<file path="config.mk">
export PLATFORM = sky130hd
export DESIGN_NAME = onebit_tone_rx
export DESIGN_NICKNAME = d
export VERILOG_FILES = /design/src/rtl/onebit_tone_rx_pkg.sv /design/src/rtl/tone_rx_mixer_acc.sv /design/src/rtl/onebit_tone_rx.sv
export SDC_FILE = /design/constraint.sdc
export NUM_CORES = 1
export LEC_CHECK = 0
export CAP_MARGIN = 20
export CORE_UTILIZATION = 65
export CTS_BUF_LIST = sky130_fd_sc_hd__clkbuf_16
export CTS_CLUSTER_DIAMETER = 80
export DETAILED_ROUTE_END_ITERATION = 16
export DONT_BUFFER_PORTS = 1
export PLACE_DENSITY = 0.81
export SKIP_CTS_REPAIR_TIMING = 1
export SYNTH_ARGS = -nofsm -noshare
export SYNTH_HDL_FRONTEND = slang
export SYNTH_SLANG_ARGS = --single-unit
</file>
<file path="constraint.sdc">
create_clock -name clk -period 5.6 [get_ports clk]
set_input_delay 1.12 -clock clk [delete_from_list [all_inputs] [get_ports clk]]
set_output_delay 1.12 -clock clk [all_outputs]
set_load 0.05 [all_outputs]
</file>
<file path="src/rtl/onebit_tone_rx_pkg.sv">
// Shared definitions for the 1-bit two-tone receiver: accumulator width
// derivation, the 1-bit product to +/-1 mapping and the phase reset value.
package onebit_tone_rx_pkg;

    // Phase accumulator value after reset.
    localparam logic [31:0] PH_RESET = 32'h0000_0000;

    // Signed accumulator width: holds +/-dump_len with one bit of headroom.
    function automatic int acc_w_f(input int dump_len);
        return $clog2(dump_len) + 2;
    endfunction

    // Mixer product bit to a signed step: 1 -> +1, 0 -> -1.
    function automatic logic signed [1:0] sign_pm1(input logic b);
        return b ? 2'sb01 : 2'sb11;
    endfunction

endpackage

</file>
<file path="src/rtl/tone_rx_mixer_acc.sv">
// One mixer arm: XORs the synchronized RF bit with a square-wave LO bit and
// integrates the resulting +/-1 stream. The dump strobe restarts the sum with
// the current product so windows run back to back without a bubble cycle.
module tone_rx_mixer_acc
    import onebit_tone_rx_pkg::*;
#(
    parameter int ACC_W = 14
) (
    input  logic                    clk,
    input  logic                    reset_n,
    input  logic                    rf_s,
    input  logic                    lo,
    input  logic                    dump,
    output logic signed [ACC_W-1:0] acc
);

    logic signed [1:0]       step;
    logic signed [ACC_W-1:0] step_ext;

    assign step     = sign_pm1(rf_s ^ lo);
    assign step_ext = {{(ACC_W-2){step[1]}}, step};

    // Integrate: load on dump, otherwise add the +/-1 step.
    always_ff @(posedge clk or negedge reset_n) begin
        if (!reset_n) begin
            acc <= '0;
        end else if (dump) begin
            acc <= step_ext;
        end else begin
            acc <= acc + step_ext;
        end
    end

endmodule

</file>
<file path="src/rtl/onebit_tone_rx.sv">
// 1-bit RF receiver: quadrature square-wave LO from a 32-bit phase
// accumulator, I/Q integrate-and-dump over DUMP_LEN samples, one |I|+|Q|
// magnitude per window on a req/ack stream, plus a tone-detect flag.
// Optional build macro: TONE_RX_HYST_EN adds set/clear hysteresis to tone_det.
module onebit_tone_rx
    import onebit_tone_rx_pkg::*;
#(
    parameter int DUMP_LEN = 4096,
    parameter int ACC_W    = acc_w_f(DUMP_LEN)
) (
    input  logic             clk,
    input  logic             reset_n,
    input  logic             rf_in,
    input  logic [31:0]      cfg_inc,
    input  logic [ACC_W-1:0] cfg_thresh,
    output logic [ACC_W-1:0] m_mag_dat,
    output logic             m_mag_req,
    input  logic             m_mag_ack,
    output logic             tone_det,
    output logic             ovf
);

    localparam int               CNT_W     = $clog2(DUMP_LEN);
    localparam logic [CNT_W-1:0] WCNT_LAST = CNT_W'(DUMP_LEN - 1);

    logic                    rf_m, rf_s;
    logic [31:0]             ph, inc_l, eff_inc;
    logic [CNT_W-1:0]        wcnt;
    logic                    win_start;
    logic                    lo_i, lo_q;
    logic signed [ACC_W-1:0] acc_i, acc_q;
    logic                    last_q, res_vld;
    logic signed [ACC_W-1:0] res_i, res_q, neg_i, neg_q;
    logic [ACC_W-1:0]        abs_i, abs_q, mag;
    logic                    det_next;

    // Two-flop synchronizer for the asynchronous RF pin.
    always_ff @(posedge clk or negedge reset_n) begin
        if (!reset_n) begin
            rf_m <= 1'b0;
            rf_s <= 1'b0;
        end else begin
            rf_m <= rf_in;
            rf_s <= rf_m;
        end
    end

    // The increment is sampled only at a window start, so a mid-window
    // cfg_inc change cannot disturb the window in progress.
    assign win_start = (wcnt == '0);
    assign eff_inc   = win_start ? cfg_inc : inc_l;

    // Phase accumulator and free-running window counter.
    always_ff @(posedge clk or negedge reset_n) begin
        if (!reset_n) begin
            ph    <= PH_RESET;
            inc_l <= '0;
            wcnt  <= '0;
        end else begin
            ph    <= ph + eff_inc;
            inc_l <= eff_inc;
            wcnt  <= wcnt + 1'b1;
        end
    end

    // Quadrature LO: I is the top phase bit, Q leads it by a quarter turn.
    assign lo_i = ph[31];
    assign lo_q = ph[31] ^ ph[30];

    tone_rx_mixer_acc #(.ACC_W(ACC_W)) u_mix_i (
        .clk     (clk),
        .reset_n (reset_n),
        .rf_s    (rf_s),
        .lo      (lo_i),
        .dump    (win_start),
        .acc     (acc_i)
    );

    tone_rx_mixer_acc #(.ACC_W(ACC_W)) u_mix_q (
        .clk     (clk),
        .reset_n (reset_n),
        .rf_s    (rf_s),
        .lo      (lo_q),
        .dump    (win_start),
        .acc     (acc_q)
    );

    // Capture the completed window sums on the edge after the last sample.
    always_ff @(posedge clk or negedge reset_n) begin
        if (!reset_n) begin
            last_q  <= 1'b0;
            res_vld <= 1'b0;
            res_i   <= '0;
            res_q   <= '0;
        end else begin
            last_q  <= (wcnt == WCNT_LAST);
            res_vld <= last_q;
            if (last_q) begin
                res_i <= acc_i;
                res_q <= acc_q;
            end
        end
    end

    // |I|+|Q|; each term is at most DUMP_LEN so the sum fits in ACC_W bits.
    assign neg_i = -res_i;
    assign neg_q = -res_q;
    assign abs_i = res_i[ACC_W-1] ? $unsigned(neg_i) : $unsigned(res_i);
    assign abs_q = res_q[ACC_W-1] ? $unsigned(neg_q) : $unsigned(res_q);
    assign mag   = abs_i + abs_q;

    // Next detect state, applied only when a new magnitude is produced.
    always_comb begin
        det_next = tone_det;
`ifdef TONE_RX_HYST_EN
        if (mag >= cfg_thresh) begin
            det_next = 1'b1;
        end else if (mag < (cfg_thresh >> 1)) begin
            det_next = 1'b0;
        end
`else
        det_next = (mag >= cfg_thresh);
`endif
    end

    // Output stream: m_mag_req is the valid, m_mag_ack the ready; a transfer
    // happens on an edge where both are high. req holds until that transfer,
    // and m_mag_dat is stable while req is high, except that a new result
    // always loads (it is never stalled): if the old one was not being
    // accepted on that edge it is overwritten and ovf pulses for one cycle.
    always_ff @(posedge clk or negedge reset_n) begin
        if (!reset_n) begin
            m_mag_dat <= '0;
            m_mag_req <= 1'b0;
            tone_det  <= 1'b0;
            ovf       <= 1'b0;
        end else if (res_vld) begin
            m_mag_dat <= mag;
            m_mag_req <= 1'b1;
            tone_det  <= det_next;
            ovf       <= m_mag_req & ~m_mag_ack;
        end else begin
            ovf <= 1'b0;
            if (m_mag_req && m_mag_ack) begin
                m_mag_req <= 1'b0;
            end
        end
    end

endmodule

</file>
==> impl_metrics.py, run 1 <==
metrics = {
    "job": {
        "max-cap-violations": 0,
    },
    "grt": {
        "grt_pass1_vias": 7006,
        "antenna_found_initial": 0,
        "grtUsageTotal_pct": 28.03,
        "overflow": 0,
        "grt_max_degree": 154,
        "grt_first_pass_wirelength_um": 32870,
    },
    "floorplan": {
        "io_pins": 67,
        "die_w_um": 123.0,
        "fp.dieH_um": 123.0,
        "core_um2": 14100,
        "num_rows": 43,
        "die_area_um2": 15120,
        "start_util_pct": 67.47,
    },
    "logic_synthesis": {
        "ys_types": 64,
        "synth_seq_cells": 153,
        "synth_edf_count": 0,
        "syn_inst": 1012,
        "synth_area_um2": 9510,
        "ys_async_sr_fraction_pct": 100.0,
        "syn_nets": 1152,
        "ys_seq_area_share_pct": 40.26,
        "syn_avg_cell_area_um2": 9.398,
        "ys_warn_count": 0,
        "synth_flop_cell": "dfrtp_1",
    },
    "pwr": {
        "ir_drop_mv": 0.3219,
        "p_per_area_nw_per_um2": 553.3,
        "p_total_mw": 5.644,
        "leakage_nw": 5.025,
    },
    "detailed_routing": {
        "drtIter0Drc": 491,
        "drcViolationCount": 0,
        "avgRoutedWirePerCell_um": 16.25,
        "dr.pass1.iters": 5,
        "routed_via_density": 6.064,
        "num_vias": 7289,
        "antenna_left": 0,
        "wl_um": 19530,
    },
    "timing": {
        "setup-violations-final": 0,
        "skew_ps": 4.551,
        "finalSetupTns_ps": 0,
        "fin_worst_hold_slack_ps": 383.9,
        "max_freq_mhz": 240.1,
        "hold_viol": 0,
        "slew_headroom_pct": 54.78,
        "finalWorstSetupSlack_ps": 1434,
        "rsz0062_at_grt": "false",
        "tightest_slew_ps": 678.3,
        "period_needed_ps": 4166,
        "fin_crit_sh_pct": 74.39,
        "slew_violations": 0,
    },
    "finish": {
        "utilization_pct": 72.36,
        "final_common_cell": "dfrtp_1",
        "drive_gt1_share_pct": 7.632,
        "syn_to_final_growth_pct": 7.249,
        "nFillCells": 1058,
        "num_antenna_cells": 0,
        "nets": 1149,
        "final_cell_mix": "dfrtp_1, nand2_1, ha_1",
    },
    "placed_design": {
        "hpwlAfterDp_um": 13860,
        "io_buffer_count": 0,
        "gp_congestion": 0.8960,
        "post-place-ws_ps": 1563,
    },
    "clock_network": {
        "clk_pin_slew_ps": 60,
        "cts_buffer_depth": 2,
        "htreeDepth": 4,
        "clkLatencyLatePin_ps": 430,
        "clockRootBuffer": "clkbuf_16",
        "cts.sinks": 153,
        "cts_buffers": 17,
        "cts_tree": "built",
    },
    "worst_setup_path": {
        "slowest_delay_ps": 630,
        "crit_path_top_delay_cell": "and3_2",
        "cp_max_fo": 30,
        "worstPathArrival_ps": 4480,
        "path_buf_inv": 2,
        "worstSetupPathType": "register to register",
        "end_kind": "register",
        "required_ps": 5910,
        "crit_path_start_kind": "register",
        "path_cells": "inv_1 -> ha_1 -> nor4b_1 -> and3_2 -> nand2_1 -> nand2_1 -> ha_1 -> inv_1 -> fa_1 -> nand2b_1 -> a21oi_1 -> o2111ai_1 -> a21o_1 -> a211o_1 -> a31o_1 -> o311a_1",
        "cp_top_family": "simple AND/OR/NAND/NOR gates",
    },
    "min_path": {
        "min-delay-path-class": "input port to async pin",
    },
    "run_status": {
        "status": "finished clean",
    },
}
## logic make-up (layout without fill, tap and decap cells)
logic type      Yosys count  count (layout)  synth area share, %
xor+xnor                 88              88                8.104
fa+ha+maj                90              90                12.16
mux                      38              38                4.460
flops                   153             153                40.26
compound gates          247             247                16.35
buf+inv                  84              94                3.407
simple gates            312             312                15.26
## worst reg2reg max path, stage by stage (launching register included)
cell       delay (ps)
dfrtp_1           400
inv_1              90
ha_1              130
nor4b_1           340
and3_2            630
nand2_1           110
nand2_1           110
ha_1              190
inv_1              70
fa_1              400
nand2b_1          200
a21oi_1           220
o2111ai_1         230
a21o_1            240
a211o_1           360
a31o_1            200
o311a_1           120
## per-layer routing
| layer | vias up | wire (um) | GRT usage [%] |
|---|---|---|---|
| met1 | 3470 | 8656 | 35.39 |
| met5 | - | 0 | 0 |
| met3 | 40 | 834 | 4.290 |
| met2 | 209 | 9617 | 48.24 |
| li1 | 3570 | - | - |
| met4 | 0 | 422 | 11.20 |
## path summary, 6_finish.rpt
| path | from | endpoint | slack [ps] | depth (start not counted) |
|---|---|---|---|---|
| max in group asynchronous | reset_n | m_mag_dat[11] | 5040 | 0 |
| worst max-delay path | wcnt[0] | ph[30] | 1430 | 16 |
| worst min-delay path | reset_n | m_mag_req | 380 | 0 |
| worst min register to register | rf_m | rf_s | 390 | 0 |
| min in group clk | rf_m | rf_s | 390 | 0 |
| worst max register to register | wcnt[0] | ph[30] | 1430 | 16 |
## metrics by stage
| stage | instance area, um2 | cells |
|---|---|---|
| after floorplan | 9510 | 1012 |
| after global placement | 9661 | 1170 |
| after detailed placement | 9661 | 1170 |
| after CTS | 10200 | 1202 |
| after global routing | 10200 | 1202 |
| final | 10200 | 1202 |
## cells in the mapped netlist, types with 12 or more instances
cell type / count / share of area, %
a21o_1: 27 / 2.1
xor2_1: 23 / 2.1
mux2_2: 35 / 4.1
nand2_1: 152 / 6.0
a21oi_1: 66 / 3.5
o21ai_1: 12 / 0.63
dfrtp_1: 153 / 40
nor2_1: 52 / 2.1
ha_1: 86 / 11
xnor2_1: 65 / 6.0
nand2b_1: 14 / 0.92
clkbuf_1: 19 / 0.75
nand3_1: 22 / 1.2
o21ai_0: 55 / 2.9
inv_1: 56 / 2.2
nor3_1: 15 / 0.79
## power by group
part           internal, mW  switching [mW]
registers              1.39           0.128
logic                  1.33            1.75
clock network         0.600           0.449
total                  3.32            2.32
## layout make-up
type                       instances  area [um2]  share of cell area [%]
sequential                       153        3829                   37.54
timing repair buffer               4       30.03                  0.2944
clock buffer                      17       425.4                   4.171
multi-input combinational        775        5359                   52.54
inverter                          58       217.7                   2.134
tap                              180       225.2                   2.208
clock inverter                    15       113.9                   1.116
## sequential cells by signal, summed over array words and instances, names as in the netlist
| signal | flops |
|---|---|
| inc_l | 32 |
| ph | 32 |
| m_mag_dat | 14 |
| res_i | 14 |
| res_q | 14 |
| u_mix_i.acc | 14 |
| u_mix_q.acc | 14 |
| wcnt | 12 |
| last_q | 1 |
| m_mag_req | 1 |
| ovf | 1 |
| res_vld | 1 |
| rf_m | 1 |
| rf_s | 1 |
| tone_det | 1 |
No activity file was read; power rests on OpenSTA's default activity.
==> inputs of run 2 (changes only) <==
==> constraint.sdc (replaced) <==
create_clock -name clk -period 4 [get_ports clk]
set_input_delay 0.8 -clock clk [delete_from_list [all_inputs] [get_ports clk]]
set_output_delay 0.8 -clock clk [all_outputs]
set_load 0.05 [all_outputs]
==> run 2 against run 1 <==
  * Worst setup slack worse by 1400 ps
  * Global-route usage up 0.077 points
  * Clock power up 76%
  * Via count up 0.59%
  * Utilization up 2.8 points
  * Cell count up 1.7%
  * Sequential share of layout area down 1.4 points
  * Flip-flop and latch count unchanged
  * Clock-buffer cell count unchanged
  * Critical endpoint is now tone_det
  * Largest power group unchanged
  * Highest routed layer unchanged
==> impl_metrics.py, run 2 (synthesis gave the netlist of run 1 again) <==
metrics = {
    "finish": {
        "design_area_um2": 10600,
        "nets": 1169,
        "final_cells": 1222,
        "num_antenna_cells": 0,
        "biggestRegsByFlops": "inc_l: 32 flops, ph: 32 flops",
        "syn_to_final_growth_pct": 11.46,
        "drive_gt1_share_pct": 11.23,
        "final_common_cell": "dfrtp_1",
        "utilization_pct": 75.20,
        "final_cell_mix": "dfrtp_1, nand2_1, ha_1",
    },
    "floorplan": {
        "die_w_um": 123.0,
        "start_util_pct": 67.47,
        "core_um2": 14100,
        "io_pins": 67,
        "fp.dieH_um": 123.0,
        "num_rows": 43,
        "die_area_um2": 15120,
    },
    "detailed_routing": {
        "routed_via_density": 6.000,
        "num_vias": 7332,
        "dr.pass1.iters": 5,
        "antenna_left": 0,
        "drcViolationCount": 0,
        "drtIter0Drc": 391,
        "wl_um": 20020,
        "avgRoutedWirePerCell_um": 16.38,
    },
    "worst_setup_path": {
        "path_cells": "or4_4 -> or3_4 -> o31ai_2 -> xnor2_1 -> ha_2 -> nand2_2 -> nor2_1 -> a31oi_2 -> o21ai_1 -> xnor2_1 -> ha_1 -> a21o_1 -> a21o_1 -> a21oi_1 -> nand2_1 -> o21ai_1 -> o211ai_1",
        "worstSetupPathType": "register to register",
        "slowest_delay_ps": 560,
        "crit_path_start_kind": "register",
        "cp_max_fo": 4,
        "required_ps": 4300,
        "worstPathArrival_ps": 4240,
        "cp_top_family": "compound AO/OA/AOI/OAI gates",
        "crit_path_top_delay_cell": "or4_4",
        "path_buf_inv": 0,
        "end_kind": "register",
    },
    "placed_design": {
        "dp_cells": 1180,
        "io_buffer_count": 0,
        "post-place-ws_ps": 31.23,
        "gp_congestion": 0.9411,
        "hpwlAfterDp_um": 13610,
        "dpl_cell_area_um2": 9736,
    },
    "pwr": {
        "leakage_nw": 5.212,
        "ir_drop_mv": 0.4343,
        "p_per_area_nw_per_um2": 792.3,
    },
    "run_status": {
        "status": "finished clean",
    },
    "timing": {
        "skew_ps": 6.004,
        "tightest_slew_ps": 670.5,
        "finalWorstSetupSlack_ps": 57.56,
        "setup-violations-final": 0,
        "period_needed_ps": 3942,
        "slew_violations": 0,
        "hold_viol": 0,
        "fin_crit_sh_pct": 98.56,
        "max_freq_mhz": 253.7,
        "rsz0062_at_grt": "true",
        "finalSetupTns_ps": 0,
        "slew_headroom_pct": 55.30,
    },
    "min_path": {
        "min-delay-path-class": "input port to async pin",
    },
    "clock_network": {
        "cts.sinks": 153,
        "clockRootBuffer": "clkbuf_16",
        "cts_buffers": 17,
        "cts_buffer_depth": 2,
        "htreeDepth": 4,
        "clk_pin_slew_ps": 60,
        "cts_tree": "built",
        "clkLatencyLatePin_ps": 430,
    },
    "job": {
        "max-cap-violations": 0,
    },
    "grt": {
        "grt_first_pass_wirelength_um": 32810,
        "grtUsageTotal_pct": 28.11,
        "grt_max_degree": 154,
        "overflow": 0,
        "antenna_found_initial": 0,
        "grt_pass1_vias": 7131,
    },
}
-- run 2: cell types whose count changed in the layout (fill, tap and decap cells not counted), moves of 3 or more --
cell        before  now
ha_1            86   83
bufinv_16        1    7
inv_1           58   55
buf_4            4   23
ha_2             0    3
clkinvlp_4       6    2
-- run 2: routing by layer --
layer  share of wire (%)  wire length, um  GRT usage, %  up-vias
met5                   0                0             0        -
met4                 2.4              471         11.81        0
met3                 3.7              743         6.227       43
met2                  49             9889         47.89      163
met1                  45             8917         34.39     3526
li1                    -                -             -     3600
-- run 2: metrics by stage --
| step | hold slack [ps] | power [mW] |
|---|---|---|
| after floorplan | 331.2 | 5.601 |
| after global placement | 374.3 | 6.330 |
| after detailed placement | 368.4 | 6.441 |
| after CTS | 54.92 | 8.387 |
| after global routing | 42.93 | 9.115 |
| final | 70.41 | 8.399 |
-- run 2: path summary, 6_finish.rpt --
path | start | end | slack [ps] | cells past startpoint
worst max-delay path | res_q[4] | tone_det | 60 | 17
worst min-delay path | reset_n | wcnt[9] | 70 | 0
worst max register to register | res_q[4] | tone_det | 60 | 17
worst min register to register | rf_m | rf_s | 390 | 0
max in group asynchronous | reset_n | inc_l[25] | 3700 | 0
min in group clk | rf_m | rf_s | 390 | 0
-- run 2: final cells by class --
class                           instances  area [um2]
Inverter                               58       217.7
Timing Repair Buffer                   24       200.2
Multi-Input combinational cell        775        5446
Fill cell                            1012        3496
Sequential cell                       153        3831
Tap cell                              180       225.2
Clock buffer                           17       425.4
Clock inverter                         15       254.0
-- run 2: power breakdown --
part	switching (mW)	internal (mW)
Sequential	0.183	1.95
Combinational	2.46	1.95
Clock	0.627	1.22
==> inputs of run 3 (changes only) <==
--- a/config.mk
+++ b/config.mk
@@ -5,7 +5,6 @@
 export SDC_FILE = /design/constraint.sdc
 export NUM_CORES = 1
 export LEC_CHECK = 0
-export CAP_MARGIN = 20
 export CORE_UTILIZATION = 65
 export CTS_BUF_LIST = sky130_fd_sc_hd__clkbuf_16
 export CTS_CLUSTER_DIAMETER = 80
==> constraint.sdc (replaced) <==
create_clock -name clk -period 4 [get_ports clk]
set_input_delay 0.6 -clock clk [delete_from_list [all_inputs] [get_ports clk]]
set_output_delay 0.6 -clock clk [all_outputs]
set_load 0.05 [all_outputs]
==> run 3 against run 2 <==
  * The flow now finishes with violations (negative hold slack)
  * Fmax shrank 0.18%
  * Clock-buffer cell count unchanged
  * Clock power about the same
  * First-iteration DRC count down 5.9%
  * Utilization decreased by 0.20 points
  * Register-to-register slack is essentially flat
  * Power is essentially flat
  * Clock skew about the same
==> impl_metrics.py, run 3 (synthesis gave the netlist of run 1 again) <==
metrics = {
    "run_status": {
        "status": "finished, violations left",
        "violations": "negative hold slack",
    },
    "placed_design": {
        "dpl_cell_area_um2": 9736,
        "gp_congestion": 0.9411,
        "io_buffer_count": 0,
        "hpwlAfterDp_um": 13610,
    },
    "floorplan": {
        "die_w_um": 123.0,
        "start_util_pct": 67.47,
        "num_rows": 43,
        "io_pins": 67,
        "core_um2": 14100,
        "die_area_um2": 15120,
        "fp.dieH_um": 123.0,
    },
    "pwr": {
        "internal_power_mw": 5.125,
        "ir_drop_mv": 0.4349,
        "p_clk_share_pct": 22.0,
        "p_seq_share_pct": 25.4,
        "p_switching_mw": 3.269,
        "swShare_pct": 38.94,
        "p_per_area_nw_per_um2": 793.9,
        "pwr-share-comb_pct": 52.5,
        "leakage_nw": 5.200,
    },
    "timing": {
        "skew_ps": 5.864,
        "setup-violations-final": 0,
        "fin_crit_sh_pct": 98.74,
        "slew_violations": 0,
        "hold_viol": 153,
        "tightest_slew_ps": 1200,
        "max_freq_mhz": 253.2,
        "rsz0062_at_grt": "true",
        "slew_headroom_pct": 19.98,
        "fin_worst_hold_slack_ps": -127.3,
        "period_needed_ps": 3950,
    },
    "detailed_routing": {
        "wl_um": 19980,
        "drtIter0Drc": 368,
        "num_vias": 7338,
        "routed_via_density": 6.010,
        "dr.pass1.iters": 6,
        "avgRoutedWirePerCell_um": 16.37,
        "antenna_left": 0,
        "drcViolationCount": 0,
    },
    "worst_setup_path": {
        "cp_top_family": "compound AO/OA/AOI/OAI gates",
        "rr_worst_depth": 17,
        "end_kind": "register",
        "crit_path_start_kind": "register",
        "path_buf_inv": 0,
        "r2r-end": "tone_det",
        "worstPathArrival_ps": 4250,
        "cp_max_fo": 4,
        "slowest_delay_ps": 560,
        "required_ps": 4300,
        "r2r_setup_slack_ps": 50,
        "crit_path_top_delay_cell": "or4_4",
        "path_cells": "or4_4 -> or3_4 -> o31ai_2 -> xnor2_1 -> ha_2 -> nand2_2 -> nor2_1 -> a31oi_2 -> o21ai_1 -> xnor2_1 -> ha_1 -> a21o_1 -> a21o_1 -> a21oi_1 -> nand2_1 -> o21ai_1 -> o211ai_1",
        "worstSetupPathType": "register to register",
        "rr_startpoint": "res_q[4]",
    },
    "clock_network": {
        "clkLatencyLatePin_ps": 430,
        "clk_pin_slew_ps": 60,
        "cts.sinks": 153,
        "cts_tree": "built",
        "htreeDepth": 4,
        "clockRootBuffer": "clkbuf_16",
        "cts_buffers": 17,
        "cts_buffer_depth": 2,
    },
    "finish": {
        "drive_gt1_share_pct": 11.14,
        "num_antenna_cells": 0,
        "multi_input_area_um2": 5446,
        "final_cell_mix": "dfrtp_1, nand2_1, ha_1",
        "nFillCells": 1014,
        "utilization_pct": 75.00,
        "nets": 1168,
        "syn_to_final_growth_pct": 11.17,
        "design_area_um2": 10570,
        "biggestRegsByFlops": "inc_l: 32 flops, ph: 32 flops",
        "seqCellArea_um2": 3831,
        "final_common_cell": "dfrtp_1",
    },
    "grt": {
        "grt_max_degree": 154,
        "overflow": 0,
        "grt_pass1_vias": 7131,
        "grtUsageTotal_pct": 28.11,
        "grt_first_pass_wirelength_um": 32810,
        "antenna_found_initial": 0,
    },
    "min_path": {
        "min-delay-path-class": "input port to async pin",
    },
    "job": {
        "max-cap-violations": 0,
    },
}
==> run 3: cell count changes in the layout (fill, tap and decap cells not counted) <==
cell    change
buf_16      -1
==> run 3: worst max-delay path by stage <==
stage,end,from,slack [ps],cells past startpoint
2_1_floorplan,ph[30],wcnt[0],130,18
3_3_place_gp,tone_det,res_q[4],170,17
3_5_place_dp,tone_det,res_q[4],30,17
4_1_cts,tone_det,res_q[4],2,16
5_1_grt,tone_det,res_q[4],-150,17
6_report,tone_det,res_q[4],50,17
==> run 3: final cells by class <==
| class | instances | area share, % |
|---|---|---|
| clock inverters | 15 | 2.402 |
| inverters | 58 | 2.059 |
| multi-input cells | 775 | 51.51 |
| clock buffers | 17 | 4.024 |
| well taps | 180 | 2.130 |
| flip-flops and latches | 153 | 36.24 |
| repair buffers | 23 | 1.633 |
==> run 3: power groups by stage <==
stage                     sequential, mW  combinational, mW  clock (mW)
after CTS                           2.13               4.38        1.87
after global routing                2.17               5.00        1.95
after detailed placement            2.15               4.29           0
after floorplan                     2.08               3.52           0
final                               2.14               4.41        1.85
after global placement              2.14               4.19           0
==> run 3: per-layer routing <==
metal  GRT usage, %  vias up  part of all wire [%]
met1          34.39     3517                    44
met2          47.89      178                    50
met5              0        -                     0
met3          6.227       43                   4.1
met4          11.81        0                   2.3
li1               -     3600                     -
==> run 3: per-stage QoR <==
stage	TNS (ps)	power, mW	worst slack [ps]	std cells
2_1_floorplan	0	5.601	134.3	1012
3_3_place_gp	0	6.330	168.8	1180
3_5_place_dp	0	6.441	31.23	1180
4_1_cts	0	8.387	2.266	1212
5_1_grt	-153.1	9.115	-148.2	1221
6_report	0	8.394	50.48	1221
